**src/rtl/rtc_bus_sequencer.sv**
```systemverilog
// Single-transaction master for the RTC's multiplexed address/data bus: one address
// cycle, then one write- or read-data cycle. Every pin is a flop decoded from the next state.
module rtc_bus_sequencer #(
    parameter int unsigned T_PH = 5
) (
    input  logic       Clk,
    input  logic       Reset,
    input  logic       start,
    input  logic       rw,
    input  logic [7:0] addr,
    input  logic [7:0] wdata,
    input  logic [7:0] bus_in,
    output logic [7:0] bus_out,
    output logic       bus_oe,
    output logic       AD,
    output logic       CS,
    output logic       RD,
    output logic       WR,
    output logic [7:0] rdata,
    output logic       busy,
    output logic       done
);

    typedef enum logic [3:0] {
        S_IDLE,
        S_A_SET,
        S_A_STB,
        S_A_HLD,
        S_GAP,
        S_D_SET,
        S_D_STB,
        S_D_HLD,
        S_DONE
    } state_e;

    localparam logic [7:0] PH_LOAD = 8'(T_PH - 1);

    state_e     state_q, state_d;
    logic [7:0] cnt_q, cnt_d;
    logic       rw_q, rw_d;
    logic [7:0] addr_q, addr_d;
    logic [7:0] wdata_q, wdata_d;

    logic       ad_q, ad_d;
    logic       cs_q, cs_d;
    logic       rd_q, rd_d;
    logic       wr_q, wr_d;
    logic       oe_q, oe_d;
    logic [7:0] bus_out_q, bus_out_d;
    logic [7:0] rdata_q, rdata_d;
    logic       busy_q, busy_d;
    logic       done_q, done_d;

    logic       phase_end;

    assign phase_end = (cnt_q == 8'd0);

    // NOTE: every variable gets its default before the case; a path that skips an
    // assignment would otherwise infer a latch.
    always_comb begin
        state_d = state_q;
        cnt_d   = cnt_q;
        rw_d    = rw_q;
        addr_d  = addr_q;
        wdata_d = wdata_q;

        unique case (state_q)
            S_IDLE: begin
                if (start) begin
                    rw_d    = rw;
                    addr_d  = addr;
                    wdata_d = wdata;
                    state_d = S_A_SET;
                end
            end
            S_A_SET: if (phase_end) state_d = S_A_STB;
            S_A_STB: if (phase_end) state_d = S_A_HLD;
            S_A_HLD: if (phase_end) state_d = S_GAP;
            S_GAP:   if (phase_end) state_d = S_D_SET;
            S_D_SET: if (phase_end) state_d = S_D_STB;
            S_D_STB: if (phase_end) state_d = S_D_HLD;
            S_D_HLD: if (phase_end) state_d = S_DONE;
            S_DONE:  state_d = S_IDLE;
            default: state_d = S_IDLE;
        endcase

        // Counter reloads on entry to each timed state and stops at zero, so T_PH=1 never wraps.
        if (state_d != state_q) begin
            cnt_d = (state_d == S_IDLE || state_d == S_DONE) ? 8'd0 : PH_LOAD;
        end else if (!phase_end) begin
            cnt_d = cnt_q - 8'd1;
        end
    end

    // Pins are decoded from the state being entered so they change on the same edge as the state.
    always_comb begin
        ad_d      = 1'b1;
        cs_d      = 1'b1;
        rd_d      = 1'b1;
        wr_d      = 1'b1;
        oe_d      = 1'b0;
        bus_out_d = bus_out_q;
        busy_d    = (state_d != S_IDLE);
        done_d    = (state_d == S_DONE);
        rdata_d   = rdata_q;

        unique case (state_d)
            S_A_SET, S_A_HLD: begin
                ad_d      = 1'b0;
                cs_d      = 1'b0;
                oe_d      = 1'b1;
                bus_out_d = addr_d;
            end
            S_A_STB: begin
                ad_d      = 1'b0;
                cs_d      = 1'b0;
                oe_d      = 1'b1;
                wr_d      = 1'b0;
                bus_out_d = addr_d;
            end
            S_D_SET, S_D_HLD: begin
                cs_d = 1'b0;
                if (!rw_d) begin
                    oe_d      = 1'b1;
                    bus_out_d = wdata_d;
                end
            end
            S_D_STB: begin
                cs_d = 1'b0;
                if (rw_d) begin
                    rd_d = 1'b0;
                end else begin
                    oe_d      = 1'b1;
                    wr_d      = 1'b0;
                    bus_out_d = wdata_d;
                end
            end
            default: ;
        endcase

        // Capture the read byte at the edge that closes the strobe.
        if (state_q == S_D_STB && phase_end && rw_q) begin
            rdata_d = bus_in;
        end
    end

    // NOTE: state flops use non-blocking assignments so every flop samples pre-edge values.
    always_ff @(posedge Clk) begin
        if (Reset) begin
            state_q   <= S_IDLE;
            cnt_q     <= 8'd0;
            rw_q      <= 1'b0;
            addr_q    <= 8'h00;
            wdata_q   <= 8'h00;
            ad_q      <= 1'b1;
            cs_q      <= 1'b1;
            rd_q      <= 1'b1;
            wr_q      <= 1'b1;
            oe_q      <= 1'b0;
            bus_out_q <= 8'h00;
            rdata_q   <= 8'h00;
            busy_q    <= 1'b0;
            done_q    <= 1'b0;
        end else begin
            state_q   <= state_d;
            cnt_q     <= cnt_d;
            rw_q      <= rw_d;
            addr_q    <= addr_d;
            wdata_q   <= wdata_d;
            ad_q      <= ad_d;
            cs_q      <= cs_d;
            rd_q      <= rd_d;
            wr_q      <= wr_d;
            oe_q      <= oe_d;
            bus_out_q <= bus_out_d;
            rdata_q   <= rdata_d;
            busy_q    <= busy_d;
            done_q    <= done_d;
        end
    end

    assign bus_out = bus_out_q;
    assign bus_oe  = oe_q;
    assign AD      = ad_q;
    assign CS      = cs_q;
    assign RD      = rd_q;
    assign WR      = wr_q;
    assign rdata   = rdata_q;
    assign busy    = busy_q;
    assign done    = done_q;

endmodule

```
**config.mk**
```make
export PLATFORM = sky130hd
export DESIGN_NAME = rtc_bus_sequencer
export DESIGN_NICKNAME = d
export VERILOG_FILES = /design/src/rtl/rtc_bus_sequencer.sv
export SDC_FILE = /design/constraint.sdc
export NUM_CORES = 1
export LEC_CHECK = 0
export CORE_MARGIN = 2
export CORE_UTILIZATION = 53
export DETAILED_ROUTE_END_ITERATION = 16
export GPL_TIMING_DRIVEN = 0
export PLACE_DENSITY = 0.84
export SYNTH_ARGS = -nofsm -noshare
export SYNTH_HDL_FRONTEND = slang
export SYNTH_SLANG_ARGS = --single-unit
```
**constraint.sdc**
```tcl
create_clock -name Clk -period 5.6 [get_ports Clk]
set_input_delay 1.12 -clock Clk [delete_from_list [all_inputs] [get_ports Clk]]
set_output_delay 1.12 -clock Clk [all_outputs]
set_load 0.03 [all_outputs]
```
==> qor.csv <==
metric;value;unit
outcome;finished clean;
Clk pin slew, worst setup/hold paths;0.09;ns
Root Driver;clkbuf_8;
routability congestion estimate;0.872;
RSZ-0062 raised after global routing;no;
layout cells sized above 1;9.67;%
number of synthesized register bits;52;
full die area;4620;um2
largest net degree at the start of global routing;17;
Routed WL;4590;um
ant diodes;0;
post-synth cell types;41;
Crit Path Category;in2reg;
Pleak;1.03;nW
routed len/inst;14.4;um
Final ANT Viol Nets;0;
initial antenna violation count;0;
clk_lat worst skew;0.30;ns
CP Capture Type;register;
R2R setup slack;3.16;ns
Non-Filler Instances;319;
fillers;308;
vias in the first global route;1548;
Post-CTS Hold Buffers;0;
total track usage;21.2;%
minimum clock period;3.02;ns
Finished Cell Area;2860;um2
Final TNS setup;0;ns
# IOs;51;
CP required;5.80;ns
hold_sp;bus_out[0];
P per Cell Area;455;nW/um2
net count after synthesis;240;
Placeable Area;3970;um2
startpoint types;input pin;
TritonRoute pass-1 iters;4;
CTS tree;built;
sequential area share after synthesis;48.0;%
Cells after DPL;311;
Initial Util;54.7;%
Layout Nets;297;
Reg2Reg Depth;7;
R2R Path End;rdata[2];
PostCTS Resize Cnt;0;
# H-tree levels;2;
Peak VDD IR;0.000245;V
gr ovfl total;0;
per-instance average area after synthesis;10.3;um2
first-pass GRT wire length;7300;um
DPL Wire Length;3210;um
slowest cell on the critical path;clkdlybuf4s50_1;
Min-Delay Path Class;reg2reg;
Slew Viols, Final;0;
Vias;1745;
Vias/cell;5.47;
Final Hold Fails;0;
Pwr Total;0.00130;W
Finish-stage setup viols;0;
Tightest Pin Transition;0.775;ns
Yosys warning count;0;
Area growth syn-to-layout;31.5;%
PortBufs;50;
DP Area;2730;um2
Mapped Cells;211;
Syn Std Cell Area;2170;um2
crit-path cells;clkdlybuf4s50_1 -> nor4b_2 -> and2_1 -> buf_4 -> buf_4 -> mux2i_1 -> mux2i_1 -> a22o_1;
drt first-iter violations;108;
Die Span Y;68;um
Chip Width;68;um
Worst slew margin;47.0;%
part of the cycle the worst path needs;53.9;%
clock skew;0.00545;ns
Rows;23;
total clock sinks;52;
number of remaining DRC errors;0;
Slowest Stage Delay on Critical Path;0.48;ns
worst-path fanout max;10;
maximum clock frequency;0.331;GHz
Worst Path Arrival;3.22;ns
CTS Buf Count;5;
Post-CTS Setup Repair Bufs;0;
Max Cap Viol;0;
RR Startpoint;cnt_q[0];
hold endpoint;bus_out[0];
Min-Delay Path Depth;1;
clk buf depth;2;
[layout by cell type, fill, tap and decap left out, types with 2 or more instances in the layout]
cell type / instances
dfxtp_1: 52
clkdlybuf4s50_1: 50
nor2_1: 38
mux2i_1: 33
nor3_1: 9
a22o_1: 8
nand2_1: 7
clkbuf_1: 6
clkbuf_8: 6
inv_1: 5
xnor2_1: 4
nand3_1: 3
nor4_1: 3
o21ai_0: 3
or3_2: 2
and2_1: 2
nand2_2: 2
nor4b_2: 2
buf_6: 2
nor4_4: 2
buf_4: 2
a211oi_1: 2
a21oi_1: 2
o2111ai_1: 2
o21a_1: 2
[worst max-delay path by stage]
stage,startpoint,depth (start not counted),end,slack [ns]
4_1_cts,start,8,bus_out[2],2.61
5_1_grt,start,8,bus_out[2],2.49
2_1_floorplan,start,7,bus_out[7],3.04
3_3_place_gp,start,8,bus_out[2],2.31
3_5_place_dp,start,8,bus_out[2],2.30
6_report,start,8,bus_out[2],2.58
[kinds of logic after synthesis]
| group | after synthesis | share of synthesized area [%] |
|---|---|---|
| muxes | 34 | 15.7 |
| DFF | 52 | 48.0 |
| AOI/OAI and AO/OA | 26 | 10.6 |
| xor gates and xnor gates | 5 | 2.02 |
| buffers and inverters | 16 | 3.86 |
| adders and majority gates | 1 | 0.576 |
| and+or+nand+nor | 77 | 19.3 |
[per-layer routing]
| layer | vias up | part of all wire, % | track usage [%] | wire (um) |
|---|---|---|---|---|
| li1 | 862 | - | - | - |
| met1 | 826 | 47 | 29.0 | 2180 |
| met2 | 55 | 47 | 32.3 | 2160 |
| met3 | 2 | 5.1 | 6.09 | 233 |
| met4 | 0 | 0.33 | 6.25 | 15 |
| met5 | - | 0 | 0 | 0 |
[report_power, final]
group / total, W / leakage [nW] / internal [W] / switching (W)
logic: 0.000547 / 0.545 / 0.000234 / 0.000313
clock network: 0.000268 / 0.0614 / 0.000146 / 0.000122
registers: 0.000483 / 0.426 / 0.000441 / 0.0000416
[critical path: cells and delay by family]
kind | cells | cell delay [ns]
AO/OA/AOI/OAI | 1 | 0.22
buffers and inverters | 3 | 0.92
multiplexers | 2 | 0.38
AND/OR/NAND/NOR | 2 | 0.58
[sequential cells by signal (all words and copies together) (netlist names), 4 cells and up]
name     count
state_q      4
cnt_q        8
bus_out      8
wdata_q      8
addr_q       8
rdata        8
[final cells by class]
type / instances / area, um2 / area share [%]
Buffer: 11 / 65.1 / 2.28
Tap cell: 50 / 62.6 / 2.19
Clock buffer: 6 / 82.6 / 2.89
Clock inverter: 2 / 38.8 / 1.36
Multi-Input combinational cell: 143 / 1050 / 36.6
Sequential cell: 52 / 1040 / 36.5
Inverter: 5 / 18.8 / 0.657
Timing Repair Buffer: 50 / 500 / 17.5
[stage by stage]
stage / setup WS (ns) / hold WS, ns / util [%]
after floorplan: 3.04 / 0.455 / -
after CTS: 2.61 / 0.490 / 71.9
final: 2.58 / 0.488 / 71.9
after global routing: 2.49 / 0.507 / 71.9
after global placement: 2.31 / 0.463 / 68.8
after detailed placement: 2.30 / 0.467 / 68.8
[synth_stat cells (all sizes together)]
library cell  count  share of area (%)
a2111oi           1               0.40
a211oi            3                1.6
a21oi             2               0.46
a22o              8                3.2
a31oi             1               0.29
a41oi             1                1.3
and2              2               0.58
and3              1               0.29
and4              1               0.52
buf               5                2.0
clkbuf            6                1.0
dfxtp            52                 48
ha                1               0.58
inv               5               0.86
mux2              1               0.52
mux2i            33                 15
nand2             9                1.8
nand2b            1               0.29
nand3             3               0.69
nand3b            1               0.35
nor2             38                6.6
nor3              9                2.1
nor4              5                2.8
nor4b             3                1.8
o2111ai           2               0.81
o211ai            2               0.92
o21a              2               0.69
o21ai             4               0.92
or2b              1               0.35
or3               2               0.69
or4b              1               0.46
xnor2             4                1.6
xor2              1               0.40
Power figures use the tool's default switching activity.
